===== config.mk =====
export PLATFORM = sky130hd
export DESIGN_NAME = i2s_adc_receiver
export DESIGN_NICKNAME = d
export VERILOG_FILES = /design/src/rtl/audio_pkg.sv /design/src/rtl/sync_2ff.sv /design/src/rtl/i2s_adc_receiver.sv
export SDC_FILE = /design/constraint.sdc
export NUM_CORES = 1
export LEC_CHECK = 0
export CELL_PAD_IN_SITES_DETAIL_PLACEMENT = 1
export CELL_PAD_IN_SITES_GLOBAL_PLACEMENT = 1
export CORE_AREA = 2 2 106 108
export CTS_CLUSTER_DIAMETER = 50
export DETAILED_ROUTE_END_ITERATION = 10
export DIE_AREA = 0 0 108 110
export PLACE_DENSITY = 0.87
export SLEW_MARGIN = 20
export SYNTH_ARGS = -nofsm -noshare
export SYNTH_HDL_FRONTEND = slang
export SYNTH_SLANG_ARGS = --single-unit

===== constraint.sdc =====
create_clock -name clock -period 2.72 [get_ports clock]
set_clock_uncertainty 0.1 [all_clocks]
set_input_delay 0.408 -clock clock [delete_from_list [all_inputs] [get_ports clock]]
set_output_delay 0.408 -clock clock [all_outputs]
set_load 0.01 [all_outputs]

===== src/rtl/audio_pkg.sv =====
// Shared audio definitions: slot geometry, sample type and the
// receiver state encoding.
package audio_pkg;

    localparam int SAMPLE_BITS = 24;
    localparam int SLOT_BITS   = 32;

    // Bit counter width: wide enough to saturate at 63 so that overlong
    // slots still compare unequal to SLOT_BITS.
    localparam int CNT_W = 6;

    typedef logic signed [SAMPLE_BITS-1:0] sample_t;

    typedef enum logic [1:0] {
        HUNT  = 2'd0,
        LEFT  = 2'd1,
        RIGHT = 2'd2
    } state_t;

endpackage


===== src/rtl/sync_2ff.sv =====
// Generic one-bit two-flop synchronizer with synchronous active-low reset.
module sync_2ff (
    input  logic i_clk,
    input  logic i_rst_n,
    input  logic i_d,
    output logic o_q
);

    logic r_meta;
    logic r_sync;

    // Two back-to-back flops to settle an asynchronous input.
    always_ff @(posedge i_clk) begin
        if (!i_rst_n) begin
            r_meta <= 1'b0;
            r_sync <= 1'b0;
        end else begin
            r_meta <= i_d;
            r_sync <= r_meta;
        end
    end

    assign o_q = r_sync;

endmodule


===== src/rtl/i2s_adc_receiver.sv =====
// I2S ADC receiver: oversamples BCK/LRCK/DAT with the system clock and
// assembles signed left/right sample pairs from 32-bit, MSB-first,
// one-BCK-delayed slots (LRCK low = left).
//
// Output handshake: data_valid is a one-cycle strobe with no ready/back-
// pressure; data_l/data_r are valid in the strobe cycle and held until the
// next strobe. frame_error is a one-cycle strobe, never coincident with
// data_valid.
module i2s_adc_receiver #(
    parameter int SAMPLE_BITS = audio_pkg::SAMPLE_BITS,
    parameter int SLOT_BITS   = audio_pkg::SLOT_BITS
) (
    input  logic                   clock,
    input  logic                   reset,
    input  logic                   BCK,
    input  logic                   LRCK,
    input  logic                   DAT,
    output logic                   data_valid,
    output logic [SAMPLE_BITS-1:0] data_l,
    output logic [SAMPLE_BITS-1:0] data_r,
    output logic                   frame_error,
    output logic [1:0]             o_dbg_state
);

    import audio_pkg::*;

    localparam logic [CNT_W-1:0] CNT_ONE    = CNT_W'(1);
    localparam logic [CNT_W-1:0] SAMPLE_LIM = CNT_W'(SAMPLE_BITS);
    localparam logic [CNT_W:0]   LEN_ONE    = (CNT_W+1)'(1);
    localparam logic [CNT_W:0]   SLOT_LEN   = (CNT_W+1)'(SLOT_BITS);

    logic w_bck_s;
    logic w_lrck_s;
    logic w_dat_s;

    sync_2ff u_sync_bck  (.i_clk(clock), .i_rst_n(reset), .i_d(BCK),  .o_q(w_bck_s));
    sync_2ff u_sync_lrck (.i_clk(clock), .i_rst_n(reset), .i_d(LRCK), .o_q(w_lrck_s));
    sync_2ff u_sync_dat  (.i_clk(clock), .i_rst_n(reset), .i_d(DAT),  .o_q(w_dat_s));

    logic                   r_bck_hist;
    logic                   r_lrck_prev;
    logic [CNT_W-1:0]       r_bitcnt;
    logic [SAMPLE_BITS-1:0] r_capture;
    logic [SAMPLE_BITS-1:0] r_hold_l;
    logic [SAMPLE_BITS-1:0] r_data_l;
    logic [SAMPLE_BITS-1:0] r_data_r;
    logic                   r_data_valid;
    logic                   r_frame_error;
    state_t                 r_state;

    logic                   w_bck_rise;
    logic                   w_boundary;
    logic [CNT_W:0]         w_slot_len;
    logic                   w_len_ok;
    state_t                 w_state_next;
    logic                   w_err;
    logic                   w_hold_load;
    logic                   w_out_load;

    // BCK history flop for rising-edge detection in the clock domain.
    always_ff @(posedge clock) begin
        if (!reset) begin
            r_bck_hist <= 1'b0;
        end else begin
            r_bck_hist <= w_bck_s;
        end
    end

    assign w_bck_rise = w_bck_s & ~r_bck_hist;
    assign w_boundary = w_bck_rise & (w_lrck_s != r_lrck_prev);
    // The boundary bit itself is the last bit of the closing slot.
    assign w_slot_len = {1'b0, r_bitcnt} + LEN_ONE;
    assign w_len_ok   = (w_slot_len == SLOT_LEN);

    // Bit counter, LRCK tracking and MSB-first sample capture.
    always_ff @(posedge clock) begin
        if (!reset) begin
            r_bitcnt    <= '0;
            r_lrck_prev <= 1'b0;
            r_capture   <= '0;
        end else if (w_bck_rise) begin
            if (w_boundary) begin
                r_bitcnt    <= '0;
                r_lrck_prev <= w_lrck_s;
            end else begin
                if (r_bitcnt < SAMPLE_LIM) begin
                    r_capture <= {r_capture[SAMPLE_BITS-2:0], w_dat_s};
                end
                if (r_bitcnt != '1) begin
                    r_bitcnt <= r_bitcnt + CNT_ONE;
                end
            end
        end
    end

    // Framing state register.
    always_ff @(posedge clock) begin
        if (!reset) begin
            r_state <= HUNT;
        end else begin
            r_state <= w_state_next;
        end
    end

    // Next-state and strobe decode; only slot boundaries move the FSM.
    always_comb begin
        w_state_next = r_state;
        w_err        = 1'b0;
        w_hold_load  = 1'b0;
        w_out_load   = 1'b0;
        if (w_boundary) begin
            case (r_state)
                HUNT: begin
                    // The slot closing here is partial, so its length is not judged.
                    if (!w_lrck_s) begin
                        w_state_next = LEFT;
                    end
                end
                LEFT: begin
                    if (w_len_ok) begin
                        w_hold_load  = 1'b1;
                        w_state_next = RIGHT;
                    end else begin
                        w_err        = 1'b1;
                        w_state_next = HUNT;
                    end
                end
                RIGHT: begin
                    if (w_len_ok) begin
                        w_out_load   = 1'b1;
                        w_state_next = LEFT;
                    end else begin
                        w_err        = 1'b1;
                        w_state_next = HUNT;
                    end
                end
                default: begin
                    w_state_next = HUNT;
                end
            endcase
        end
    end

    // Left holding register, output pair and strobes.
    always_ff @(posedge clock) begin
        if (!reset) begin
            r_hold_l      <= '0;
            r_data_l      <= '0;
            r_data_r      <= '0;
            r_data_valid  <= 1'b0;
            r_frame_error <= 1'b0;
        end else begin
            r_data_valid  <= w_out_load;
            r_frame_error <= w_err;
            if (w_hold_load) begin
                r_hold_l <= r_capture;
            end
            if (w_out_load) begin
                r_data_l <= r_hold_l;
                r_data_r <= r_capture;
            end
        end
    end

    assign data_valid  = r_data_valid;
    assign frame_error = r_frame_error;
    assign data_l      = r_data_l;
    assign data_r      = r_data_r;
    assign o_dbg_state = r_state;

endmodule


==> qor.log, run 1 <==
[cts] setup repair bufs after CTS 0
[place] standard cell area after detailed placement 5040 µm²
[critical_path] CP Launch Point r_bitcnt[0]
[power_and_ir_drop] highest ir drop seen on vdd 0.000430 V
[layout] post-route design area 5640 µm²
[grt] overall routing resource usage 21.1%
[synth] Synth Warn # 0
[grt] number of global-route vias before repair 3710
[run] max_cap viols 0
[synth] cells after synthesis 469
[timing] Highest Clock Rate 0.419 GHz
[synth] number of synthesized register bits 114
[drt] DR pass1 iterations 4
[place] Port Buffers 56
[cts] clock edge transition at the registers on the reported setup and hold paths 0.06 ns
[synth] leading cell types by count after synthesis 151 x sky130_fd_sc_hd__nand2_1, 114 x sky130_fd_sc_hd__dfxtp_1, 73 x sky130_fd_sc_hd__mux2i_1, 33 x sky130_fd_sc_hd__a21oi_1, 21 x sky130_fd_sc_hd__clkbuf_1
[power_and_ir_drop] sequential share of power 42.0%
[floorplan] die outline area 11900 µm²
[timing] fin. max-slew vios 0
[critical_path] largest fanout on the critical path 24
[timing] total negative slack 0 ns
[layout] layout cells sized above 1 8.30%
[synth] most numerous cell in the Yosys netlist sky130_fd_sc_hd__nand2_1
[power_and_ir_drop] switching power summed over all nets 904 µW
[drt] Detail Route Antenna Nets 0
[timing] worst hold slack across all endpoints 0.298 ns
[floorplan] core region area 10700 µm²
[synth] net count after synthesis 480
[synth] syn_area_per_cell 9.40 µm²
[drt] DRC errors left 0
[cts] Worst-Skew Late Latency 0.52 ns
[drt] total vias in the final route 3461
[drt] ratio of routed vias to standard cells 5.17
[layout] Antenna Cells 0
[cts] CTS root buf sky130_fd_sc_hd__clkbuf_8
[power_and_ir_drop] total power per unit cell area 709 nW/µm²
[floorplan] overall die width 108 µm
[power_and_ir_drop] internal power 3.09 mW
[place] DPL Wire Length 6360 µm
[cts] number of buffers created by CTS 17
[floorplan] Starting Density 41.2%
[timing] setup-violating endpoint count in the final report 0
[synth] count of flip-flops with a built-in enable after synthesis 0
[critical_path] Worst Setup Path Type register to register
[synth] sequential area share after synthesis 51.8%
[cts] number of buffers added to fix hold violations after cts 0
[cts] maximum level of the CTS H-tree 4
[critical_path] Critical Path Source Type register
[cts] clock sinks 114
[grt] maximum number of pins on one net before global-route repair 56
[cts] deepest clock path buffer count 2
[drt] 1st-iter DRT viols 166
[power_and_ir_drop] Comb power frac 1.7%
[timing] min cycle time layout 2.38 ns
[grt] remaining global-route overflow 0
[grt] global-route wire length before repair 19100 µm
[synth] Unique masters post-synth 37
[grt] antenna violations before repair 0
[min_path] path category of the worst min-delay check primary input to register
[critical_path] Worst R2R Start r_bitcnt[0]
[layout] final standard cell utilization of the core 52.7%
[synth] cell type contributing the most total cell area after synthesis sky130_fd_sc_hd__dfxtp_1
[synth] top post-synthesis cells by area sky130_fd_sc_hd__dfxtp_1 52%, sky130_fd_sc_hd__mux2i_1 17%, sky130_fd_sc_hd__nand2_1 13%, sky130_fd_sc_hd__a21oi_1 3.7%, sky130_fd_sc_hd__clkbuf_1 1.8%
[power_and_ir_drop] Leak Pwr 1.85 nW
[synth] Syn Std Cell Area 4410 µm²
[floorplan] overall die height 110 µm
[layout] number of nets in the final layout 528
[critical_path] data required time at the worst endpoint 3.05 ns
[synth] async set-or-reset flop fraction in the synthesized netlist 0%
[synth] top cell type's share of synthesized area 51.8%
[place] routability cong. 0.891
[power_and_ir_drop] Total Power 4.00 mW
[timing] total count of hold-check failures in the final report 0
[timing] setup repair after global routing missed its margin no
[floorplan] Top Ports 57
[drt] Avg WL per Cell 17.3 µm
[power_and_ir_drop] proportion of power drawn by the clock network 56.3%
[cts] post-cts gate resize count 0
[layout] Synth-to-Final Area Change 28.0%
[timing] share of the clock period used by the worst path after layout 87.7%
[critical_path] signal arrival time at the worst endpoint 2.72 ns
[min_path] launch instance of the worst min-delay path reset
[synth] commonest register cell after synthesis sky130_fd_sc_hd__dfxtp_1
[floorplan] site row count 38
[timing] worst relative slew slack 34.2%
[critical_path] nature of the critical path endpoint register
[cts] clock tree from TritonCTS done
[drt] total routed wirelength 11600 µm
[power_and_ir_drop] Sw Share 22.6%
[timing] transition time of the tightest slew-check pin 0.981 ns
[outcome] outcome completed
[cell families after synthesis]
family	synth area share, %
xor+xnor	0.568
mux	16.6
fa+ha+maj	1.70
compound gates	7.47
flops	51.8
buf+inv	4.12
simple gates	17.8
[critical path: stages (launching register included)]
cell and delay [ns]:
sky130_fd_sc_hd__dfxtp_1 0.36, sky130_fd_sc_hd__ha_1 0.31, sky130_fd_sc_hd__or3_1 0.48, sky130_fd_sc_hd__a211oi_4 0.26
sky130_fd_sc_hd__buf_4 0.45, sky130_fd_sc_hd__mux2i_1 0.30
[per-stage QoR]
stage                     setup slack [ns]  cells
after floorplan                      0.639    469
after global placement               0.601    638
after detailed placement             0.428    638
after CTS                            0.355    670
after global routing                 0.266    670
final                                0.336    670
[power by group through the flow]
stage / Sequential (mW) / Clock [mW] / Combinational (mW)
CTS: 1.68 / 2.28 / 0.0661
global placement: 1.72 / 0 / 0.0626
global route: 1.68 / 2.36 / 0.0736
floorplan: 1.72 / 0 / 0.0473
finish: 1.68 / 2.25 / 0.0660
detailed placement: 1.72 / 0 / 0.0646
[per-layer routing]
layer  wire (µm)  track usage, %  up-vias
li1            -               -     1668
met1        4790            23.8     1667
met2        5990            36.8       99
met4         333            12.1        0
met3         489            5.00       27
met5           0               0        -
[worst paths after layout]
kind                                   endpoint  slack (ns)  cells after the start
worst max-delay path                r_hold_l[1]        0.34                      5
worst min-delay path                  data_r[4]        0.30                      3
worst max register to register      r_hold_l[1]        0.34                      5
worst min register to register  u_sync_lrck.o_q        0.33                      1
[layout by cell type (no fill, tap or decap), drive strengths merged, types with 3 or more instances in the layout]
master | netlist | layout
and2 | 9 | 9
nand4 | 4 | 4
clkinv | 0 | 10
buf | 11 | 6
ha | 6 | 6
clkbuf | 21 | 17
a21oi | 33 | 33
nor2b | 3 | 3
nand3 | 5 | 5
o211ai | 3 | 3
a211oi | 6 | 6
dfxtp | 114 | 114
bufinv | 0 | 3
clkdlybuf4s50 | 0 | 55
nand2 | 151 | 151
mux2i | 73 | 73
nor2 | 6 | 6
inv | 4 | 4
[flip-flops by register name, summed over array words and instances, names as in the netlist]
name	flops
data_l	24
data_r	24
data_valid	1
frame_error	1
o_dbg_state	2
r_bck_hist	1
r_bitcnt	6
r_capture	24
r_hold_l	24
r_lrck_prev	1
u_sync_bck.o_q	1
u_sync_bck.r_meta	1
u_sync_dat.o_q	1
u_sync_dat.r_meta	1
u_sync_lrck.o_q	1
u_sync_lrck.r_meta	1
[layout make-up]
| class | instances | area (µm²) |
|---|---|---|
| flip-flops and latches | 114 | 2280 |
| fillers | 1197 | 5060 |
| inverters | 4 | 15.0 |
| well taps | 140 | 175 |
| clock inverters | 15 | 185 |
| repair buffers | 61 | 608 |
| clock buffers | 17 | 414 |
| multi-input cells | 319 | 1960 |
No activity file was read; power rests on OpenSTA's default activity.
==> inputs of run 2 (changes only) <==
--- a/config.mk
+++ b/config.mk
@@ -12,7 +12,7 @@
 export DETAILED_ROUTE_END_ITERATION = 10
 export DIE_AREA = 0 0 108 110
 export PLACE_DENSITY = 0.87
-export SLEW_MARGIN = 20
+export SLEW_MARGIN = 10
 export SYNTH_ARGS = -nofsm -noshare
 export SYNTH_HDL_FRONTEND = slang
 export SYNTH_SLANG_ARGS = --single-unit
==> run 2 against run 1 <==
Against the previous run: via count down 0.14%; non-clock buffer count is the same; critical path depth unchanged; sequential power hardly changed; clock power is essentially flat; sequential cell count did not move; critical endpoint unchanged.
==> qor.log, run 2 (synthesis results as in run 1) <==
[outcome] outcome completed
[critical_path] Critical Path Source Type register
[layout] most frequent cells in the layout 151 x sky130_fd_sc_hd__nand2_1, 114 x sky130_fd_sc_hd__dfxtp_1, 73 x sky130_fd_sc_hd__mux2i_1
[timing] final worst setup slack 0.337 ns [+0.00145 ns]
[run] max_cap viols 0 [unchanged]
[critical_path] nature of the critical path endpoint register
[floorplan] overall die height 110 µm [unchanged]
[cts] post-cts gate resize count 0 [unchanged]
[drt] DRC errors left 0 [unchanged]
[place] number of cells in the design after placement 638 [unchanged]
[layout] layout cells sized above 1 8.30% [unchanged]
[power_and_ir_drop] internal power 3.09 mW [about the same]
[place] DPL Wire Length 6360 µm [unchanged]
[grt] maximum number of pins on one net before global-route repair 56 [unchanged]
[critical_path] data required time at the worst endpoint 3.05 ns [about the same]
[layout] final standard cell utilization of the core 52.7% [unchanged]
[place] Port Buffers 56 [unchanged]
[cts] number of buffers created by CTS 17 [unchanged]
[grt] number of global-route vias before repair 3710 [unchanged]
[cts] clock tree from TritonCTS done
[timing] total count of hold-check failures in the final report 0 [unchanged]
[layout] fill cell instance count of the final layout 1197 [unchanged]
[timing] worst relative slew slack 26.8% [-7.4 points]
[place] routability cong. 0.891 [unchanged]
[power_and_ir_drop] highest ir drop seen on vdd 0.000431 V [+0.31%]
[floorplan] Starting Density 41.2% [unchanged]
[cts] maximum level of the CTS H-tree 4 [unchanged]
[cts] clock sinks 114 [unchanged]
[place] standard cell area after detailed placement 5040 µm² [unchanged]
[power_and_ir_drop] Leak Pwr 1.85 nW [+0.20%]
[floorplan] site row count 38 [unchanged]
[drt] 1st-iter DRT viols 166 [unchanged]
[timing] total negative slack 0 ns [unchanged]
[place] Post-Place Setup Slack 0.428 ns [unchanged]
[timing] setup-violating endpoint count in the final report 0 [unchanged]
[layout] Post-Layout Cell Count 670 [unchanged]
[floorplan] Top Ports 57 [unchanged]
[critical_path] highest-delay cell along the critical path sky130_fd_sc_hd__or3_1
[cts] setup repair bufs after CTS 0 [unchanged]
[layout] most common cell after layout, fill and taps aside sky130_fd_sc_hd__nand2_1
[floorplan] core region area 10700 µm² [unchanged]
[layout] Antenna Cells 0 [unchanged]
[critical_path] cell family contributing the most delay on the critical path simple AND/OR/NAND/NOR gates
[timing] min cycle time layout 2.38 ns [-0.00145 ns]
[grt] overall routing resource usage 21.1% [unchanged]
[timing] share of the clock period used by the worst path after layout 87.6% [about the same]
[cts] number of buffers added to fix hold violations after cts 0 [unchanged]
[critical_path] Worst Setup Path Type register to register
[drt] Avg WL per Cell 17.3 µm [-0.10%]
[critical_path] signal arrival time at the worst endpoint 2.72 ns [about the same]
[timing] worst hold slack across all endpoints 0.296 ns [-0.00162 ns]
[floorplan] overall die width 108 µm [unchanged]
[drt] DR pass1 iterations 4 [unchanged]
[min_path] path category of the worst min-delay check primary input to register
[power_and_ir_drop] total power per unit cell area 709 nW/µm² [about the same]
[layout] number of nets in the final layout 528 [unchanged]
[timing] transition time of the tightest slew-check pin 1.10 ns [+0.116 ns]
[power_and_ir_drop] Sw Share 22.6% [+0.024 points]
[grt] remaining global-route overflow 0 [unchanged]
[critical_path] largest fanout on the critical path 24 [unchanged]
[critical_path] critical path buffer and inverter count 1 [unchanged]
[cts] clock edge transition at the registers on the reported setup and hold paths 0.06 ns [about the same]
[power_and_ir_drop] Total Power 4.00 mW [about the same]
[layout] post-route design area 5640 µm² [unchanged]
[drt] Detail Route Antenna Nets 0 [unchanged]
[critical_path] cell-by-cell listing of the critical path ha_1 > or3_1 > a211oi_4 > buf_4 > mux2i_1
[drt] total vias in the final route 3456 [-0.14%]
[power_and_ir_drop] sequential share of power 42.0% [about the same]
[power_and_ir_drop] switching power summed over all nets 905 µW [+0.14%]
[cts] CTS root buf sky130_fd_sc_hd__clkbuf_8
[layout] Synth-to-Final Area Change 28.0% [unchanged]
[drt] ratio of routed vias to standard cells 5.16 [-0.14%]
[power_and_ir_drop] proportion of power drawn by the clock network 56.3% [about the same]
[grt] global-route wire length before repair 19100 µm [unchanged]
[timing] fin. max-slew vios 0 [unchanged]
[critical_path] delay of the slowest cell on the worst path 0.48 ns [about the same]
[drt] total routed wirelength 11600 µm [-0.10%]
[timing] Highest Clock Rate 0.420 GHz [about the same]
[floorplan] die outline area 11900 µm² [unchanged]
[cts] deepest clock path buffer count 2 [unchanged]
[grt] antenna violations before repair 0 [unchanged]
[cts] Worst-Skew Late Latency 0.52 ns [about the same]
[power_and_ir_drop] Comb power frac 1.6% [about the same]
[timing] setup repair after global routing missed its margin no
run 2: changes by cell type in the layout (fill, tap and decap cells not counted), sizes merged:
| cell | delta |
|---|---|
| clkinv | -1 |
| inv | +1 |
run 2: worst paths after layout:
kind / slack (ns) / cells past startpoint / to / from
max: 0.34 / 5 / r_hold_l[1] / r_bitcnt[0]
min: 0.30 / 3 / data_r[4] / reset
max reg2reg: 0.34 / 5 / r_hold_l[1] / r_bitcnt[0]
min reg2reg: 0.33 / 1 / u_sync_lrck.o_q / u_sync_lrck.r_meta
run 2: area by class of cell:
| type | count | area [µm²] | area share, % |
|---|---|---|---|
| Clock buffer | 17 | 414 | 7.34 |
| Clock inverter | 15 | 185 | 3.28 |
| Inverter | 4 | 15.0 | 0.266 |
| Multi-Input combinational cell | 319 | 1960 | 34.7 |
| Sequential cell | 114 | 2280 | 40.5 |
| Tap cell | 140 | 175 | 3.11 |
| Timing Repair Buffer | 61 | 608 | 10.8 |
run 2: per-layer routing:
layer | GRT usage, % | vias to the layer above | part of all wire, %
met5 | 0 | - | 0
met4 | 12.1 | 0 | 2.9
met3 | 5.00 | 27 | 4.0
met2 | 36.8 | 93 | 52
met1 | 23.8 | 1667 | 42
li1 | - | 1669 | -
run 2: worst reg2reg max path, cell delays in order (launching register included):
cell                       delay [ns]
sky130_fd_sc_hd__dfxtp_1         0.36
sky130_fd_sc_hd__ha_1            0.31
sky130_fd_sc_hd__or3_1           0.48
sky130_fd_sc_hd__a211oi_4        0.27
sky130_fd_sc_hd__buf_4           0.45
sky130_fd_sc_hd__mux2i_1         0.33
run 2: power by group through the flow:
stage / registers [mW] / logic, mW / clock network (mW)
floorplan: 1.72 / 0.0473 / 0
global placement: 1.72 / 0.0626 / 0
detailed placement: 1.72 / 0.0646 / 0
CTS: 1.68 / 0.0661 / 2.28
global route: 1.68 / 0.0734 / 2.36
finish: 1.68 / 0.0658 / 2.25
==> inputs of run 3 (changes only) <==
--- a/config.mk
+++ b/config.mk
@@ -7,11 +7,11 @@
 export LEC_CHECK = 0
 export CELL_PAD_IN_SITES_DETAIL_PLACEMENT = 1
 export CELL_PAD_IN_SITES_GLOBAL_PLACEMENT = 1
-export CORE_AREA = 2 2 106 108
+export CORE_AREA = 2 2 116 118
 export CTS_CLUSTER_DIAMETER = 50
 export DETAILED_ROUTE_END_ITERATION = 10
-export DIE_AREA = 0 0 108 110
-export PLACE_DENSITY = 0.87
+export DIE_AREA = 0 0 118 120
+export PLACE_DENSITY = 0.75
 export SLEW_MARGIN = 10
 export SYNTH_ARGS = -nofsm -noshare
 export SYNTH_HDL_FRONTEND = slang
==> run 3 against run 2 <==
Against the previous run: first-iteration DRC count fell by 31%; largest cell class unchanged; critical path type unchanged; final cell count increased by 5.2%; sequential share of layout area fell by 0.52 points; clock power about the same; sequential cell count unchanged; worst hold slack better by 0.033 ns; wire length down 16%.
==> qor.log, run 3 (synthesis results as in run 1) <==
[outcome] outcome completed
[timing] share of the clock period used by the worst path after layout 81.6% [-6.0 points]
[cts] clock sinks 114 [unchanged]
[layout] most common cell after layout, fill and taps aside sky130_fd_sc_hd__nand2_1
[grt] global-route wire length before repair 16400 µm [-14%]
[place] number of cells in the design after placement 675 [+5.8%]
[timing] final worst setup slack 0.502 ns [+0.165 ns]
[timing] min cycle time layout 2.22 ns [-0.165 ns]
[power_and_ir_drop] highest ir drop seen on vdd 0.000473 V [+9.8%]
[drt] Avg WL per Cell 13.8 µm [-20%]
[place] DPL Wire Length 6110 µm [-4.1%]
[floorplan] Starting Density 34.0% [-7.2 points]
[cts] maximum level of the CTS H-tree 4 [unchanged]
[timing] total negative slack 0 ns [unchanged]
[cts] deepest clock path buffer count 2 [unchanged]
[drt] ratio of routed vias to standard cells 4.76 [-7.7%]
[place] standard cell area after detailed placement 5120 µm² [+1.5%]
[cts] clock tree from TritonCTS done
[drt] 1st-iter DRT viols 115 [-31%]
[drt] DR pass1 iterations 4 [unchanged]
[cts] CTS root buf sky130_fd_sc_hd__clkbuf_16
[critical_path] Critical Path Source Type register
[critical_path] r2r worst-path depth 5 [unchanged]
[drt] total routed wirelength 9720 µm [-16%]
[cts] number of buffers added to fix hold violations after cts 0 [unchanged]
[floorplan] Top Ports 57 [unchanged]
[cts] Worst-Skew Late Latency 0.41 ns [-0.11 ns]
[critical_path] highest-delay cell along the critical path sky130_fd_sc_hd__or3_1
[min_path] path category of the worst min-delay check register to register
[power_and_ir_drop] Leak Pwr 1.87 nW [+0.92%]
[drt] total vias in the final route 3355 [-2.9%]
[power_and_ir_drop] Total Power 3.98 mW [-0.38%]
[cts] setup repair bufs after CTS 0 [unchanged]
[power_and_ir_drop] total power per unit cell area 697 nW/µm² [-1.7%]
[layout] Synth-to-Final Area Change 29.6%
[floorplan] overall die width 118 µm [+9.3%]
[timing] setup repair after global routing missed its margin no
[cts] number of buffers created by CTS 17 [unchanged]
[grt] remaining global-route overflow 0 [unchanged]
[grt] maximum number of pins on one net before global-route repair 106 [+89%]
[layout] most frequent cells in the layout 151 x sky130_fd_sc_hd__nand2_1, 114 x sky130_fd_sc_hd__dfxtp_1, 73 x sky130_fd_sc_hd__mux2i_1
[drt] Detail Route Antenna Nets 0 [unchanged]
[critical_path] cell-by-cell listing of the critical path ha_1 > or3_1 > a211oi_4 > buf_12 > mux2i_1
[critical_path] Worst Setup Path Type register to register
[timing] worst relative slew slack 43.8% [+17 points]
[place] Post-Place Setup Slack 0.490 ns [+0.0622 ns]
[floorplan] die outline area 14200 µm² [+19%]
[critical_path] data required time at the worst endpoint 2.95 ns [-0.10 ns]
[floorplan] overall die height 120 µm [+9.1%]
[timing] Highest Clock Rate 0.451 GHz [+7.4%]
[critical_path] largest fanout on the critical path 49 [+100%]
[critical_path] nature of the critical path endpoint register
[timing] transition time of the tightest slew-check pin 0.844 ns [-0.253 ns]
[timing] worst hold slack across all endpoints 0.330 ns [+0.0334 ns]
[grt] overall routing resource usage 14.5% [-6.6 points]
[grt] antenna violations before repair 0 [unchanged]
[critical_path] signal arrival time at the worst endpoint 2.45 ns [-0.27 ns]
[floorplan] core region area 13000 µm² [+21%]
[cts] clock edge transition at the registers on the reported setup and hold paths 0.05 ns [about the same]
[critical_path] delay of the slowest cell on the worst path 0.47 ns [about the same]
[layout] Antenna Cells 0 [unchanged]
[layout] number of nets in the final layout 529 [+0.19%]
[floorplan] site row count 42 [+11%]
[drt] DRC errors left 0 [unchanged]
[grt] number of global-route vias before repair 3544 [-4.5%]
[timing] total count of hold-check failures in the final report 0 [unchanged]
[run] max_cap viols 0 [unchanged]
[layout] layout cells sized above 1 7.37% [-0.93 points]
[cts] post-cts gate resize count 0 [unchanged]
[timing] fin. max-slew vios 0 [unchanged]
[place] routability cong. 0.796 [-11%]
[timing] setup-violating endpoint count in the final report 0 [unchanged]
[min_path] worst hold path stage count 1 [-2]
[layout] Post-Layout Cell Count 705 [+5.2%]
[layout] post-route design area 5710 µm² [+1.3%]
[layout] final standard cell utilization of the core 44.0% [-8.7 points]
[place] Port Buffers 56 [unchanged]
[run 3: changes by cell type in the layout (fill, tap and decap cells not counted), sizes merged]
cell      delta
buf          +1
clkbuf       +8
clkinv       -7
clkinvlp     -2
inv          -1
[run 3: layout make-up]
class,count,area (µm²)
Inverter,4,15.0
Clock buffer,25,495
Multi-Input combinational cell,319,1960
Fill cell,1506,7270
Sequential cell,114,2280
Clock inverter,5,100
Timing Repair Buffer,62,641
Tap cell,176,220
[run 3: routing by layer]
metal	vias to the layer above	GRT usage (%)	part of all wire (%)
li1	1661	-	-
met1	1619	16.0	44
met2	59	25.0	49
met3	16	4.80	4.1
met4	0	7.30	2.3
met5	-	0	0
[run 3: path summary, 6_finish.rpt]
path | endpoint | startpoint | slack, ns
setup / recovery | data_r[18] | r_bitcnt[0] | 0.50
hold / removal | u_sync_dat.o_q | u_sync_dat.r_meta | 0.33
setup reg to reg | data_r[18] | r_bitcnt[0] | 0.50
hold reg to reg | u_sync_dat.o_q | u_sync_dat.r_meta | 0.33
[run 3: critical path, delay by kind of cell (launching register included)]
family | cells | cell delay, ns
flops | 1 | 0.36
mux | 1 | 0.24
compound gates | 1 | 0.29
simple gates | 1 | 0.47
fa+ha+maj | 1 | 0.30
buf+inv | 1 | 0.36
[run 3: power breakdown]
group	internal, mW	switching, mW	leakage [nW]	total (mW)
Sequential	1.68	0.00383	0.919	1.68
Combinational	0.0172	0.0522	0.657	0.0693
Clock	1.52	0.708	0.293	2.23
Total	3.22	0.764	1.87	3.98
